--- config.mk ---
export PLATFORM = sky130hd
export DESIGN_NAME = mem_arbiter
export DESIGN_NICKNAME = d
export VERILOG_FILES = /design/src/rtl/mem_arbiter.sv
export SDC_FILE = /design/constraint.sdc
export NUM_CORES = 1
export LEC_CHECK = 0
export BUFFER_PORTS_ARGS = -buffer_cell sky130_fd_sc_hd__buf_2
export CORE_MARGIN = 5
export CORE_UTILIZATION = 25
export DETAILED_ROUTE_END_ITERATION = 8
export PLACE_DENSITY_LB_ADDON = 0.05
export SLEW_MARGIN = 15
export SYNTH_ARGS = -nofsm -noshare
export SYNTH_HDL_FRONTEND = slang
export SYNTH_SLANG_ARGS = --single-unit
--- constraint.sdc ---
create_clock -name clk -period 1.55 [get_ports clk]
set_input_delay 0.0775 -clock clk [delete_from_list [all_inputs] [get_ports clk]]
set_output_delay 0.0775 -clock clk [all_outputs]
set_load 0.03 [all_outputs]
--- src/rtl/mem_arbiter.sv ---
// mem_arbiter: shares one backing-memory port between an instruction read port and a data read/write port.
// Ties alternate away from the last-served port; a request is latched at grant so requesters may change or drop inputs mid-service.
module mem_arbiter (
    input  logic        clk,
    input  logic        rst,
    input  logic        instr_mem_read,
    input  logic [31:0] instr_mem_address,
    output logic [31:0] instr_mem_rdata,
    output logic        instr_mem_resp,
    input  logic        data_mem_read,
    input  logic        data_mem_write,
    input  logic [31:0] data_mem_address,
    input  logic [31:0] data_mem_wdata,
    input  logic [3:0]  d_mbe,
    output logic [31:0] data_mem_rdata,
    output logic        data_mem_resp,
    output logic        pmem_read,
    output logic        pmem_write,
    output logic [31:0] pmem_address,
    output logic [31:0] pmem_wdata,
    output logic [3:0]  pmem_mbe,
    input  logic [31:0] pmem_rdata,
    input  logic        pmem_resp
);
    typedef enum logic [1:0] {IDLE, SERVE_I, SERVE_D, DONE} state_e;

    state_e      state_q, state_d;
    logic        last_d_q, last_d_d;
    logic        write_q, write_d;
    logic [31:0] addr_q, addr_d, wdata_q, wdata_d;
    logic [31:0] i_rdata_q, i_rdata_d, d_rdata_q, d_rdata_d;
    logic [3:0]  mbe_q, mbe_d;
    logic        i_pend, d_pend, grant_d, serving;

    assign i_pend  = instr_mem_read;
    assign d_pend  = data_mem_read | data_mem_write;
    // last_d_q is 0 after reset, so the first tie goes to the data port
    assign grant_d = d_pend & (~i_pend | ~last_d_q);
    assign serving = (state_q == SERVE_I) || (state_q == SERVE_D);

    always_comb begin
        state_d   = state_q;
        last_d_d  = last_d_q;
        write_d   = write_q;
        addr_d    = addr_q;
        wdata_d   = wdata_q;
        mbe_d     = mbe_q;
        i_rdata_d = i_rdata_q;
        d_rdata_d = d_rdata_q;
        case (state_q)
            IDLE: begin
                if (grant_d) begin
                    state_d = SERVE_D;
                    write_d = data_mem_write;
                    addr_d  = data_mem_address;
                    wdata_d = data_mem_wdata;
                    mbe_d   = d_mbe;
                end else if (i_pend) begin
                    state_d = SERVE_I;
                    write_d = 1'b0;
                    addr_d  = instr_mem_address;
                    wdata_d = '0;
                    mbe_d   = 4'hf;
                end
            end
            SERVE_I, SERVE_D: begin
                if (pmem_resp) begin
                    state_d  = DONE;
                    last_d_d = state_q == SERVE_D;
                    i_rdata_d = (state_q == SERVE_I) ? pmem_rdata : i_rdata_q;
                    d_rdata_d = (state_q == SERVE_D && !write_q) ? pmem_rdata : d_rdata_q;
                end
            end
            default: state_d = IDLE;
        endcase
    end

    always_ff @(posedge clk or negedge rst) begin
        if (!rst) begin
            state_q   <= IDLE;
            last_d_q  <= 1'b0;
            write_q   <= 1'b0;
            addr_q    <= '0;
            wdata_q   <= '0;
            mbe_q     <= '0;
            i_rdata_q <= '0;
            d_rdata_q <= '0;
        end else begin
            state_q   <= state_d;
            last_d_q  <= last_d_d;
            write_q   <= write_d;
            addr_q    <= addr_d;
            wdata_q   <= wdata_d;
            mbe_q     <= mbe_d;
            i_rdata_q <= i_rdata_d;
            d_rdata_q <= d_rdata_d;
        end
    end

    // in DONE, last_d_q already names the port just served
    assign instr_mem_resp  = (state_q == DONE) & ~last_d_q;
    assign data_mem_resp   = (state_q == DONE) & last_d_q;
    assign instr_mem_rdata = i_rdata_q;
    assign data_mem_rdata  = d_rdata_q;
    assign pmem_read       = serving & ~write_q;
    assign pmem_write      = serving & write_q;
    assign pmem_address    = serving ? addr_q : '0;
    assign pmem_wdata      = serving ? wdata_q : '0;
    assign pmem_mbe        = serving ? mbe_q : '0;
endmodule

After elaboration in Yosys (flattened, before gate mapping)
Index checks and enable logic that the tools add are counted.
{"block": "classes", "addsub": 0, "multipliers": 0, "div_mod_pow": 0, "n_lt_le_gt_ge": 0, "n_eq_ne": 5, "shifts": 0, "mux": 15, "n_bitwise": 10, "reduce_logical": 11}
{"op": "$mux 32", "n": 6}
{"op": "$mux 4", "n": 3}
{"op": "$mux 2", "n": 3}
{"op": "$reduce_and 2->1", "n": 3}
{"op": "$reduce_and 3->1", "n": 2}
{"op": "$and 1x1->1", "n": 5}
{"op": "$eq 2x2->1 const B", "n": 2}
{"op": "$pmux 2 s2", "n": 1}
{"op": "$ne 3x3->1 const B", "n": 1}
{"op": "$not 1->1", "n": 3}
{"op": "$eq 2x1->1 const B", "n": 1}
{"op": "$logic_not 2->1", "n": 1}
{"op": "$mux 1", "n": 2}
{"op": "$ne 2x2->1 const B", "n": 1}
{"op": "$or 1x1->1", "n": 2}
{"op": "$reduce_bool 2->1", "n": 1}
{"op": "$reduce_or 2->1", "n": 1}
{"op": "$logic_and 1x1->1", "n": 1}
{"op": "$logic_not 1->1", "n": 1}
{"op": "$logic_or 1x1->1", "n": 1}
{"block": "word_totals", "register_bits": 136, "latch_bits": 0, "ram_bits": 0, "rom_bits": 0, "output_inout_bits": 136, "n_memories": 0}

Depth between registers and ports, before layout
Gate-level depths: netlist of run 1.
{"block": "logic_depth", "depth_word": 5, "ltp_mapped": 6, "depth_no_buf": 5}

Worst setup path after synthesis of run 1
No wires, ideal clock.
{"block": "synth_timing", "path_type": "reg-to-output", "from": "register state_q[0]", "to": "output pmem_read", "arrival_ns": 1.682, "path_slack_ns": -0.209, "stages_incl_launch_ff": 6, "path_buffers": 2, "path_cell_list": "dfrtp_1 > inv_1 > ha_1 > clkbuf_1 > clkbuf_1 > nor2b_1"}
{"block": "synth_via", "elab_chain_len": 3, "word_cells_on_any_way": 4, "classes_between": "eq/ne: 2; bitwise: 1; reduce/logical: 1"}
{"element": "start: declaration", "line": "27", "text": "state_e state_q, state_d;"}
{"element": "start signal: assignment", "line": "89", "text": "state_q <= state_d;"}
{"element": "$eq 2x1->1 or $eq 2x2->1 (tied branches)", "line": "39", "text": "assign serving = (state_q == SERVE_I) || (state_q == SERVE_D);"}
{"element": "$logic_or 1x1->1 (*)", "line": "39"}
{"element": "$and 1x1->1 (*)", "line": "105", "text": "assign pmem_read = serving & ~write_q;"}
{"element": "end: declaration", "line": "17", "text": "output logic pmem_read,"}
Every way passes the cells marked *; elsewhere a longest branch is shown, timed or not.

Worst setup path after layout of run 1
{"block": "layout_timing", "from": "register state_q[0]", "to": "output pmem_wdata[3]"}
{"block": "layout_via", "elab_chain_len": 3, "word_cells_on_any_way": 4, "classes_between": "eq/ne: 2; mux: 1; reduce/logical: 1"}
{"element": "$eq 2x1->1 or $eq 2x2->1 (tied branches)", "line": "39"}
{"element": "$logic_or 1x1->1 (*)", "line": "39"}
{"element": "$mux 32 (*)", "line": "108", "text": "assign pmem_wdata = serving ? wdata_q : '0;"}
{"element": "end: declaration", "line": "20", "text": "output logic [31:0] pmem_wdata,"}
Marks and branches as above.

==> results.json, run 1 <==
{
  "outcome": "finished with violations",
  "violations": "setup timing",
  "final_common_cell": "buf_2",
  "fin_ws_ns": -0.2383,
  "netlist_area_sq_um": 5829,
  "ir_drop_mv": 1.796,
  "core_area_sq_um": 22780,
  "syn_inst": 496,
  "drc": 0,
  "grt_pass1_wl_mm": 32.62,
  "synthMuxAreaShare_pct": 12.56,
  "cts.sinks": 136,
  "rrSetupSlack_ns": -0.14,
  "cp_cell_sequence": "inv_2 > ha_4 > clkbuf_16 > clkbuf_16 > and2_4 > buf_6",
  "die_h_um": 162.7,
  "die_width_um": 162.7,
  "yosys_warnings": 0,
  "yosys.cell_types.count": 26,
  "antenna_found_initial": 1,
  "synthAdderAreaFrac_pct": 0.8586,
  "final_cell_mix": "buf_2, dfrtp_1, dlygate4sd3_1",
  "routed_via_density": 4.359,
  "r2r_start": "state_q[0]$_DFFE_PN0P_",
  "worst_setup_path_end_kind": "output port",
  "vias": 5458,
  "clk_pin_slew_worst_paths_ns": 0.06,
  "synth-simple-area-share_pct": 14.66,
  "path_delay_family": "buffers and inverters",
  "hp-class": "in2async",
  "wl_mm": 21.29,
  "fp-row-count": 55,
  "power_mw": 28.21,
  "clock_path_buffers": 2,
  "grt_overflow": 0,
  "cp_num_buf_inv": 4,
  "cp_max_fo": 6,
  "die_area_sq_um": 26470,
  "ys_ff_latch": 136,
  "tightestPinTransition_ns": 0.3496,
  "rsz0062_at_grt": "true",
  "timing.critical_path.mode_cell": "clkbuf_16",
  "cellPowerDensity_nw_per_um2": 2597,
  "drtIter0Drc": 253,
  "antenna_cells": 0,
  "area_delta_synth_final_pct": 86.37,
  "cts_tree": "yes",
  "critPathLaunchType": "flip-flop",
  "grt_max_degree": 69,
  "maxCapViolations": 0,
  "post-route-min-period_ns": 1.788,
  "grt_use_met3_pct": 5.163,
  "track_usage_pct": 15.49,
  "cts_buffers": 17,
  "port_buffers": 273,
  "max_slew_margin_pct": 76.52,
  "cp-startpoint": "state_q[0]$_DFFE_PN0P_",
  "grt_pass1_vias": 6030,
  "skew_ns": 0.009880,
  "timing.final.crit_share_pct": 115.4,
  "slowest_stage": "dfrtp_1",
  "htree_levels": 4,
  "dr.pass1.iters": 4,
  "critPathMaxStageDelay_ns": 0.36,
  "synth-compound-area-share_pct": 10.30,
  "required_ns": 1.47,
  "clk_latency_ns": 0.41,
  "cts-root-buf": "clkbuf_16",
  "power.leakage_nw": 5.325,
  "start_util_pct": 25.59,
  "busiest_layer": "met2",
  "wire_per_inst_um": 17.00,
  "critPathArrivalTime_ns": 1.71,
  "fin_nets": 1069,
  "setup-violations-final": 104,
  "synth_top_family_by_area": "simple AND/OR/NAND/NOR gates",
  "whs_ns": 0.1196,
  "seq_area_frac_synth_pct": 58.38,
  "hold_viol": 0,
  "synth_xor_area_share_pct": 0,
  "drive_above_1_share_pct": 49.84,
  "globalRouteMet2Util_pct": 26.36,
  "grtUsageMet1_pct": 19.11,
  "ant_nets": 0,
  "dp_hpwl_mm": 13.71,
  "crit_type": "reg2out",
  "slew_violations": 0,
  "fmax_mhz": 559.2,
  "io_pins": 274,
  "postSynthNetCount": 638,
  "finalWeightedCongestion": 0.7722,
  "synth.avg_cell_area_sq_um": 11.75
}
-- cell type report --
cell class | instances | area (sq um)
multi-input cells | 323 | 2636
clock inverters | 11 | 121.4
well taps | 313 | 391.6
clock buffers | 20 | 466.7
flip-flops and latches | 136 | 3403
fillers | 2047 | 11910
inverters | 2 | 7.507
repair buffers | 447 | 3837
-- timing repair --
action	4_1_cts	5_1_grt
buffers inserted	9	1
setup endpoints to repair	106	139
gates resized for setup	233	40
gates cloned	6	6
pin swaps	2	5
endpoints found under the hold margin	269	0
hold buffers	134	0
-- flip-flops by register name, summed over array words and instances (netlist names) --
name	count
addr_q	32
data_mem_rdata	32
instr_mem_rdata	32
wdata_q	32
mbe_q	4
state_q	2
last_d_q	1
write_q	1
-- per-stage QoR --
stage | TNS [ns] | setup WS [ns] | instances | cell area, sq um | utilization [%]
2_1_floorplan | -1.084 | -0.03612 | 496 | 5923 | -
3_3_place_gp | -2.865 | -0.09889 | 1070 | 7839 | 34.41
3_5_place_dp | -3.886 | -0.1286 | 1070 | 7839 | 34.41
4_1_cts | -19.57 | -0.2566 | 1250 | 10700 | 46.98
5_1_grt | -26.34 | -0.3085 | 1252 | 10860 | 47.70
6_report | -18.91 | -0.2383 | 1252 | 10860 | 47.70
-- where the power goes --
part	internal (mW)	switching, mW	leakage [nW]
clock	2.49	1.57	0.288
sequential	5.33	0.954	1.62
combinational	8.62	9.25	3.42
-- synth_stat cells --
master | count | area (sq um)
a211o_1 | 1 | 8.760
a2bb2oi_2 | 1 | 15.01
buf_4 | 1 | 7.510
o22a_1 | 4 | 35.03
o31a_1 | 1 | 8.760
o2bb2ai_1 | 3 | 26.28
nand4b_1 | 1 | 8.760
nor2_1 | 32 | 120.1
dfrtp_1 | 136 | 3403
clkbuf_1 | 9 | 33.78
mux2_2 | 5 | 56.30
buf_6 | 3 | 33.78
and2_1 | 71 | 444.2
nand2b_1 | 1 | 6.260
buf_2 | 19 | 95.09
ha_1 | 4 | 50.05
a21o_1 | 1 | 7.510
buf_1 | 3 | 11.26
inv_1 | 2 | 7.510
mux2_1 | 60 | 675.7
a21oi_1 | 2 | 10.01
nand2_1 | 67 | 251.5
a22o_1 | 33 | 289.0
a31oi_1 | 32 | 200.2
nor2b_1 | 3 | 18.77
nor3_1 | 1 | 5.000
-- path summary, 6_finish.rpt --
check                                                   to  cells past startpoint
min in group clk                      last_d_q$_DFFE_PN0P_                      3
min reg2reg                instr_mem_rdata[12]$_DFFE_PN0P_                      1
max                                          pmem_wdata[3]                      6
max in group asynchronous             mbe_q[3]$_DFFE_PN0P_                      3
max reg2reg                  data_mem_rdata[8]$_DFFE_PN0P_                      7
min                        instr_mem_rdata[12]$_DFFE_PN0P_                      2
-- layer usage --
layer	wire length (um)	vias up
li1	-	2565
met3	1513	14
met1	9043	2676
met2	10510	201
met5	13	-
met4	210	2
-- logic make-up after synthesis --
logic type | Yosys count
flip-flops | 136
AO/OA/AOI/OAI | 78
AND/OR/NAND/NOR | 176
adder cells (fa/ha/maj) | 4
multiplexers | 65
buffers and inverters | 37
Note: power is estimated with default switching activity, not from simulation.
==> run 2: changes to the inputs <==
--- a/config.mk
+++ b/config.mk
@@ -9,7 +9,6 @@
 export CORE_MARGIN = 5
 export CORE_UTILIZATION = 25
 export DETAILED_ROUTE_END_ITERATION = 8
-export PLACE_DENSITY_LB_ADDON = 0.05
 export SLEW_MARGIN = 15
 export SYNTH_ARGS = -nofsm -noshare
 export SYNTH_HDL_FRONTEND = slang
==> constraint.sdc (replaced) <==
create_clock -name clk -period 2.05 [get_ports clk]
set_input_delay 0.1025 -clock clk [delete_from_list [all_inputs] [get_ports clk]]
set_output_delay 0.1025 -clock clk [all_outputs]
set_load 0.03 [all_outputs]
==> run 2 against run 1 <==
The flow now finishes without violations. Setup slack gained 0.37 ns. Combinational power is 45% lower. Clock skew decreased by 0.0034 ns. Largest power group unchanged. Count of clock-buffer cells in the layout down 2. Sequential cell count did not move. Sequential power down 25%. Critical endpoint is now pmem_wdata[2]. Critical path type unchanged. Die area did not move. Routed wire length decreased by 7.8%. Highest routed layer unchanged. Utilization decreased by 5.1 points. Register-to-register slack better by 0.50 ns. Cell count shrank 2.0%. Non-clock buffer count decreased by 27.
==> results.json, run 2 (same netlist as run 1, synthesis figures left out) <==
{
  "grt_overflow": 0,
  "outcome": "completed",
  "p_int_mw": 9.580,
  "slowest_stage": "dfrtp_1",
  "area_delta_synth_final_pct": 66.34,
  "cp_cell_sequence": "inv_1 > ha_4 > buf_12 > and2_1 > clkbuf_4",
  "final.setup.tns_ns": 0,
  "rrSetupSlack_ns": 0.36,
  "start_util_pct": 25.59,
  "wire_per_inst_um": 15.99,
  "clk_latency_ns": 0.41,
  "cp_max_fo": 37,
  "grt_pass1_wl_mm": 29.64,
  "cellPowerDensity_nw_per_um2": 1835,
  "dr.pass1.iters": 4,
  "cts_buffers": 17,
  "clock_path_buffers": 2,
  "dp_hpwl_mm": 12.32,
  "power.net_switching_mw": 8.217,
  "min_to": "write_q$_DFFE_PN0P_",
  "final_cell_mix": "buf_2, dfrtp_1, dlygate4sd3_1",
  "timing.final.crit_share_pct": 93.54,
  "port_buffers": 273,
  "fin_util_pct": 42.57,
  "routed_via_density": 4.346,
  "r2r_start": "state_q[0]$_DFFE_PN0P_",
  "antenna_found_initial": 1,
  "rr_worst_depth": 5,
  "worstReg2RegEnd": "data_mem_rdata[30]$_DFFE_PN0P_",
  "p_sw_share_pct": 46.17,
  "cts.sinks": 136,
  "core_area_sq_um": 22780,
  "fin_nets": 1042,
  "fmax_mhz": 521.5,
  "cts_tree": "yes",
  "fp-row-count": 55,
  "clk_pin_slew_worst_paths_ns": 0.06,
  "post-place-ws_ns": 0.3338,
  "slew_violations": 0,
  "setup-violations-final": 0,
  "clkPwrFrac_pct": 18.2,
  "die_area_sq_um": 26470,
  "vias": 5332,
  "drc": 0,
  "track_usage_pct": 14.02,
  "final_common_cell": "buf_2",
  "rsz0062_at_grt": "false",
  "cts-root-buf": "clkbuf_16",
  "post-route-min-period_ns": 1.918,
  "power_mw": 17.80,
  "fin_ws_ns": 0.1324,
  "tightestPinTransition_ns": 0.3910,
  "wl_mm": 19.62,
  "maxCapViolations": 0,
  "critPathArrivalTime_ns": 1.82,
  "hold_viol": 0,
  "critPathMaxStageDelay_ns": 0.41,
  "hp-start": "data_mem_write",
  "skew_ns": 0.006469,
  "grt_max_degree": 74,
  "htree_levels": 4,
  "finalWeightedCongestion": 0.7924,
  "required_ns": 1.95,
  "drtIter0Drc": 246,
  "crit_type": "reg2out",
  "hold_depth": 2,
  "hp-class": "in2reg",
  "seqPwrFrac_pct": 26.3,
  "worst_setup_path_end_kind": "output port",
  "power.leakage_nw": 4.698,
  "drive_above_1_share_pct": 35.93,
  "die_width_um": 162.7,
  "p_comb_share_pct": 55.5,
  "critPathLaunchType": "flip-flop",
  "max_slew_margin_pct": 73.93,
  "grt_pass1_vias": 5758,
  "io_pins": 274,
  "die_h_um": 162.7,
  "ir_drop_mv": 0.9862,
  "ant_nets": 0
}
==> run 2: changes by cell type in the layout (fill, tap and decap cells not counted), moves of 37 or more <==
cell	change
and2_1	+68
and2_4	-57
buf_2	+43
buf_6	-75
mux2_1	+37
mux2_4	-41
==> run 2: what timing repair did <==
| action | 4_1_cts | 5_1_grt |
|---|---|---|
| gates resized for setup | 29 | 2 |
| endpoints found under the setup margin | 28 | 70 |
| setup buffers | 0 | 0 |
| hold endpoints to repair | 268 | 0 |
| gates cloned | 0 | 2 |
| hold buffers | 133 | 0 |
==> run 2: worst max-delay path, delay by kind of cell (launching register included) <==
kind / cells / cell delay [ns]
AND/OR/NAND/NOR: 1 / 0.16
buffers and inverters: 3 / 0.49
adder cells (fa/ha/maj): 1 / 0.33
flip-flops: 1 / 0.41
==> run 2: area by class of cell <==
type,instances,area (sq um)
Tap cell,313,391.6
Timing Repair Buffer,420,3003
Clock buffer,18,429.2
Fill cell,2101,13080
Inverter,2,7.507
Multi-Input combinational cell,323,2271
Clock inverter,14,188.9
Sequential cell,136,3403
Antenna cell,1,2.502
==> run 2: power by group through the flow <==
stage | Sequential [mW] | Combinational, mW | Clock [mW]
finish | 4.69 | 9.87 | 3.24
detailed placement | 4.72 | 9.18 | 0
global placement | 4.69 | 9.14 | 0
CTS | 4.69 | 9.64 | 3.36
floorplan | 5.87 | 5.12 | 0
global route | 4.84 | 10.6 | 3.45
==> run 2: worst max-delay path by stage <==
stage          slack [ns]              startpoint                      to
6_report             0.13  state_q[0]$_DFFE_PN0P_           pmem_wdata[2]
5_1_grt              0.01  state_q[0]$_DFFE_PN0P_           pmem_wdata[2]
4_1_cts             -0.02  state_q[1]$_DFFE_PN0P_           pmem_wdata[5]
3_5_place_dp         0.33  state_q[0]$_DFFE_PN0P_  state_q[1]$_DFFE_PN0P_
3_3_place_gp         0.37  state_q[0]$_DFFE_PN0P_  state_q[1]$_DFFE_PN0P_
2_1_floorplan        0.27  state_q[0]$_DFFE_PN0P_               pmem_read
==> run 2: layer usage <==
layer  GRT usage (%)  share of wire, %  up-vias
met5               0             0.066        -
met2           23.15                47      241
met1           16.86                43     2535
li1                -                 -     2518
met4           4.994               2.0        2
met3           5.113               8.2       36
==> run 2: per-stage QoR <==
step / hold WS (ns) / cell area (sq um) / instances
after detailed placement: -0.05625 / 7624 / 1059
after CTS: 0.02382 / 9646 / 1224
after global placement: -0.05875 / 7624 / 1059
final: 0.04290 / 9697 / 1227
after floorplan: -0.1931 / 5829 / 496
after global routing: 0.05019 / 9694 / 1226
==> run 3: changes to the inputs <==
--- a/config.mk
+++ b/config.mk
@@ -7,8 +7,9 @@
 export LEC_CHECK = 0
 export BUFFER_PORTS_ARGS = -buffer_cell sky130_fd_sc_hd__buf_2
 export CORE_MARGIN = 5
-export CORE_UTILIZATION = 25
+export CORE_UTILIZATION = 47
 export DETAILED_ROUTE_END_ITERATION = 8
+export PLACE_DENSITY = 0.81
 export SLEW_MARGIN = 15
 export SYNTH_ARGS = -nofsm -noshare
 export SYNTH_HDL_FRONTEND = slang
==> constraint.sdc (replaced) <==
create_clock -name clk -period 1.85 [get_ports clk]
set_input_delay 0.0925 -clock clk [delete_from_list [all_inputs] [get_ports clk]]
set_output_delay 0.0925 -clock clk [all_outputs]
set_load 0.03 [all_outputs]
==> run 3 against run 2 <==
First-iteration DRC count rose by 93%. Combinational power rose by 13%. Sequential share of layout area rose by 0.59 points. Largest cell class unchanged.
==> results.json, run 3 (same netlist as run 1, synthesis figures left out) <==
{
  "slew_violations": 0,
  "cp_max_fo": 37,
  "cts.sinks": 136,
  "power.net_switching_mw": 9.208,
  "core_area_sq_um": 12060,
  "antenna_found_initial": 2,
  "hp-class": "in2reg",
  "worst_setup_path_end_kind": "output port",
  "ir_drop_mv": 1.177,
  "power_mw": 19.94,
  "rr_worst_depth": 6,
  "critPathArrivalTime_ns": 1.72,
  "skew_ns": 0.006082,
  "clk_latency_ns": 0.41,
  "worstReg2RegEnd": "data_mem_rdata[22]$_DFFE_PN0P_",
  "clk_pin_slew_worst_paths_ns": 0.05,
  "die_area_sq_um": 14730,
  "grt_overflow": 0,
  "cts-root-buf": "clkbuf_16",
  "fmax_mhz": 551.0,
  "port_buffers": 273,
  "rsz0062_at_grt": "true",
  "power.leakage_nw": 4.696,
  "p_int_mw": 10.74,
  "clock_path_buffers": 2,
  "r2r_start": "state_q[1]$_DFFE_PN0P_",
  "timing.final.crit_share_pct": 98.10,
  "whs_ns": 0.05133,
  "rrSetupSlack_ns": 0.08,
  "grt_max_degree": 69,
  "die_width_um": 121.4,
  "cts_buffers": 17,
  "maxCapViolations": 0,
  "critPathLaunchType": "flip-flop",
  "final_cell_mix": "buf_2, dfrtp_1, dlygate4sd3_1",
  "setup-violations-final": 0,
  "hold_viol": 0,
  "drtIter0Drc": 475,
  "htree_levels": 4,
  "grt_pass1_vias": 6066,
  "seqPwrFrac_pct": 26.7,
  "io_pins": 274,
  "vias": 5676,
  "ant_nets": 0,
  "required_ns": 1.76,
  "outcome": "completed",
  "cts_tree": "yes",
  "p_sw_share_pct": 46.17,
  "track_usage_pct": 28.18,
  "p_comb_share_pct": 56.1,
  "drc": 0,
  "area_delta_synth_final_pct": 63.60,
  "fp-row-count": 40,
  "finalWeightedCongestion": 0.8034,
  "drive_above_1_share_pct": 35.89,
  "clkPwrFrac_pct": 17.2,
  "routed_via_density": 5.236,
  "die_h_um": 121.4,
  "tightestPinTransition_ns": 0.4533,
  "wl_mm": 21.14,
  "grt_pass1_wl_mm": 32.31,
  "hp-start": "pmem_resp",
  "min_to": "last_d_q$_DFFE_PN0P_",
  "fin_nets": 1045,
  "hold_depth": 3,
  "max_slew_margin_pct": 69.78,
  "start_util_pct": 48.33,
  "cellPowerDensity_nw_per_um2": 2091,
  "post-route-min-period_ns": 1.815,
  "final_common_cell": "buf_2",
  "wire_per_inst_um": 19.50,
  "dp_hpwl_mm": 11.83,
  "dr.pass1.iters": 5,
  "crit_type": "reg2out"
}
run 3: area by class of cell:
cell class              instances  area, sq um
well taps                     168        210.2
inverters                       2        7.507
flip-flops and latches        136         3403
clock inverters                11        148.9
diodes                          2        5.005
fillers                       637         2525
clock buffers                  19        452.9
multi-input cells             323         2257
repair buffers                423         3052
run 3: power by group through the flow:
stage          Combinational (mW)  Clock (mW)  Sequential, mW
2_1_floorplan                5.68           0            6.51
3_3_place_gp                 9.80           0            5.23
3_5_place_dp                 9.98           0            5.29
4_1_cts                      10.6        3.47            5.26
5_1_grt                      11.8        3.62            5.48
6_report                     11.2        3.43            5.33
run 3: timing repair:
item                                    4_1_cts  5_1_grt
hold buffers                                134        0
resized for setup                            13       55
pin swaps                                     1        0
endpoints found under the setup margin       73       35
endpoints found under the hold margin       176        0
setup buffers                                 4        0
run 3: metal layers:
metal,wire length (um),track usage [%],vias to the layer above
met1,8058,34.16,2702
met5,24,0,-
li1,-,-,2520
met3,2118,8.392,62
met2,10290,47.08,388
met4,646,11.27,4
run 3: critical path, stage by stage, from the launching register on:
cell     delay, ns
dfrtp_1       0.34
inv_1         0.08
ha_4          0.32
buf_12        0.18
and2_1        0.17
buf_2         0.21
run 3: how the worst max path moves through the flow:
stage | from | to | slack (ns) | cells after the start
finish | state_q[0]$_DFFE_PN0P_ | pmem_address[15] | 0.04 | 5
global route | state_q[1]$_DFFE_PN0P_ | pmem_address[15] | -0.07 | 5
CTS | state_q[0]$_DFFE_PN0P_ | pmem_address[24] | 0.05 | 5
detailed placement | state_q[1]$_DFFE_PN0P_ | data_mem_rdata[5]$_DFFE_PN0P_ | 0.01 | 5
global placement | state_q[0]$_DFFE_PN0P_ | pmem_address[24] | 0.04 | 5
floorplan | state_q[0]$_DFFE_PN0P_ | pmem_read | 0.08 | 5
run 3: per-stage QoR:
stage	util [%]	cells	setup slack, ns	area, sq um	TNS [ns]
after CTS	78.25	1082	0.04522	9438	0
after detailed placement	61.50	914	0.009962	7418	0
final	79.07	1084	0.03506	9537	0
after global routing	79.02	1082	-0.07089	9532	-0.2928
after floorplan	-	496	0.07556	5829	0
after global placement	61.50	914	0.04024	7418	0
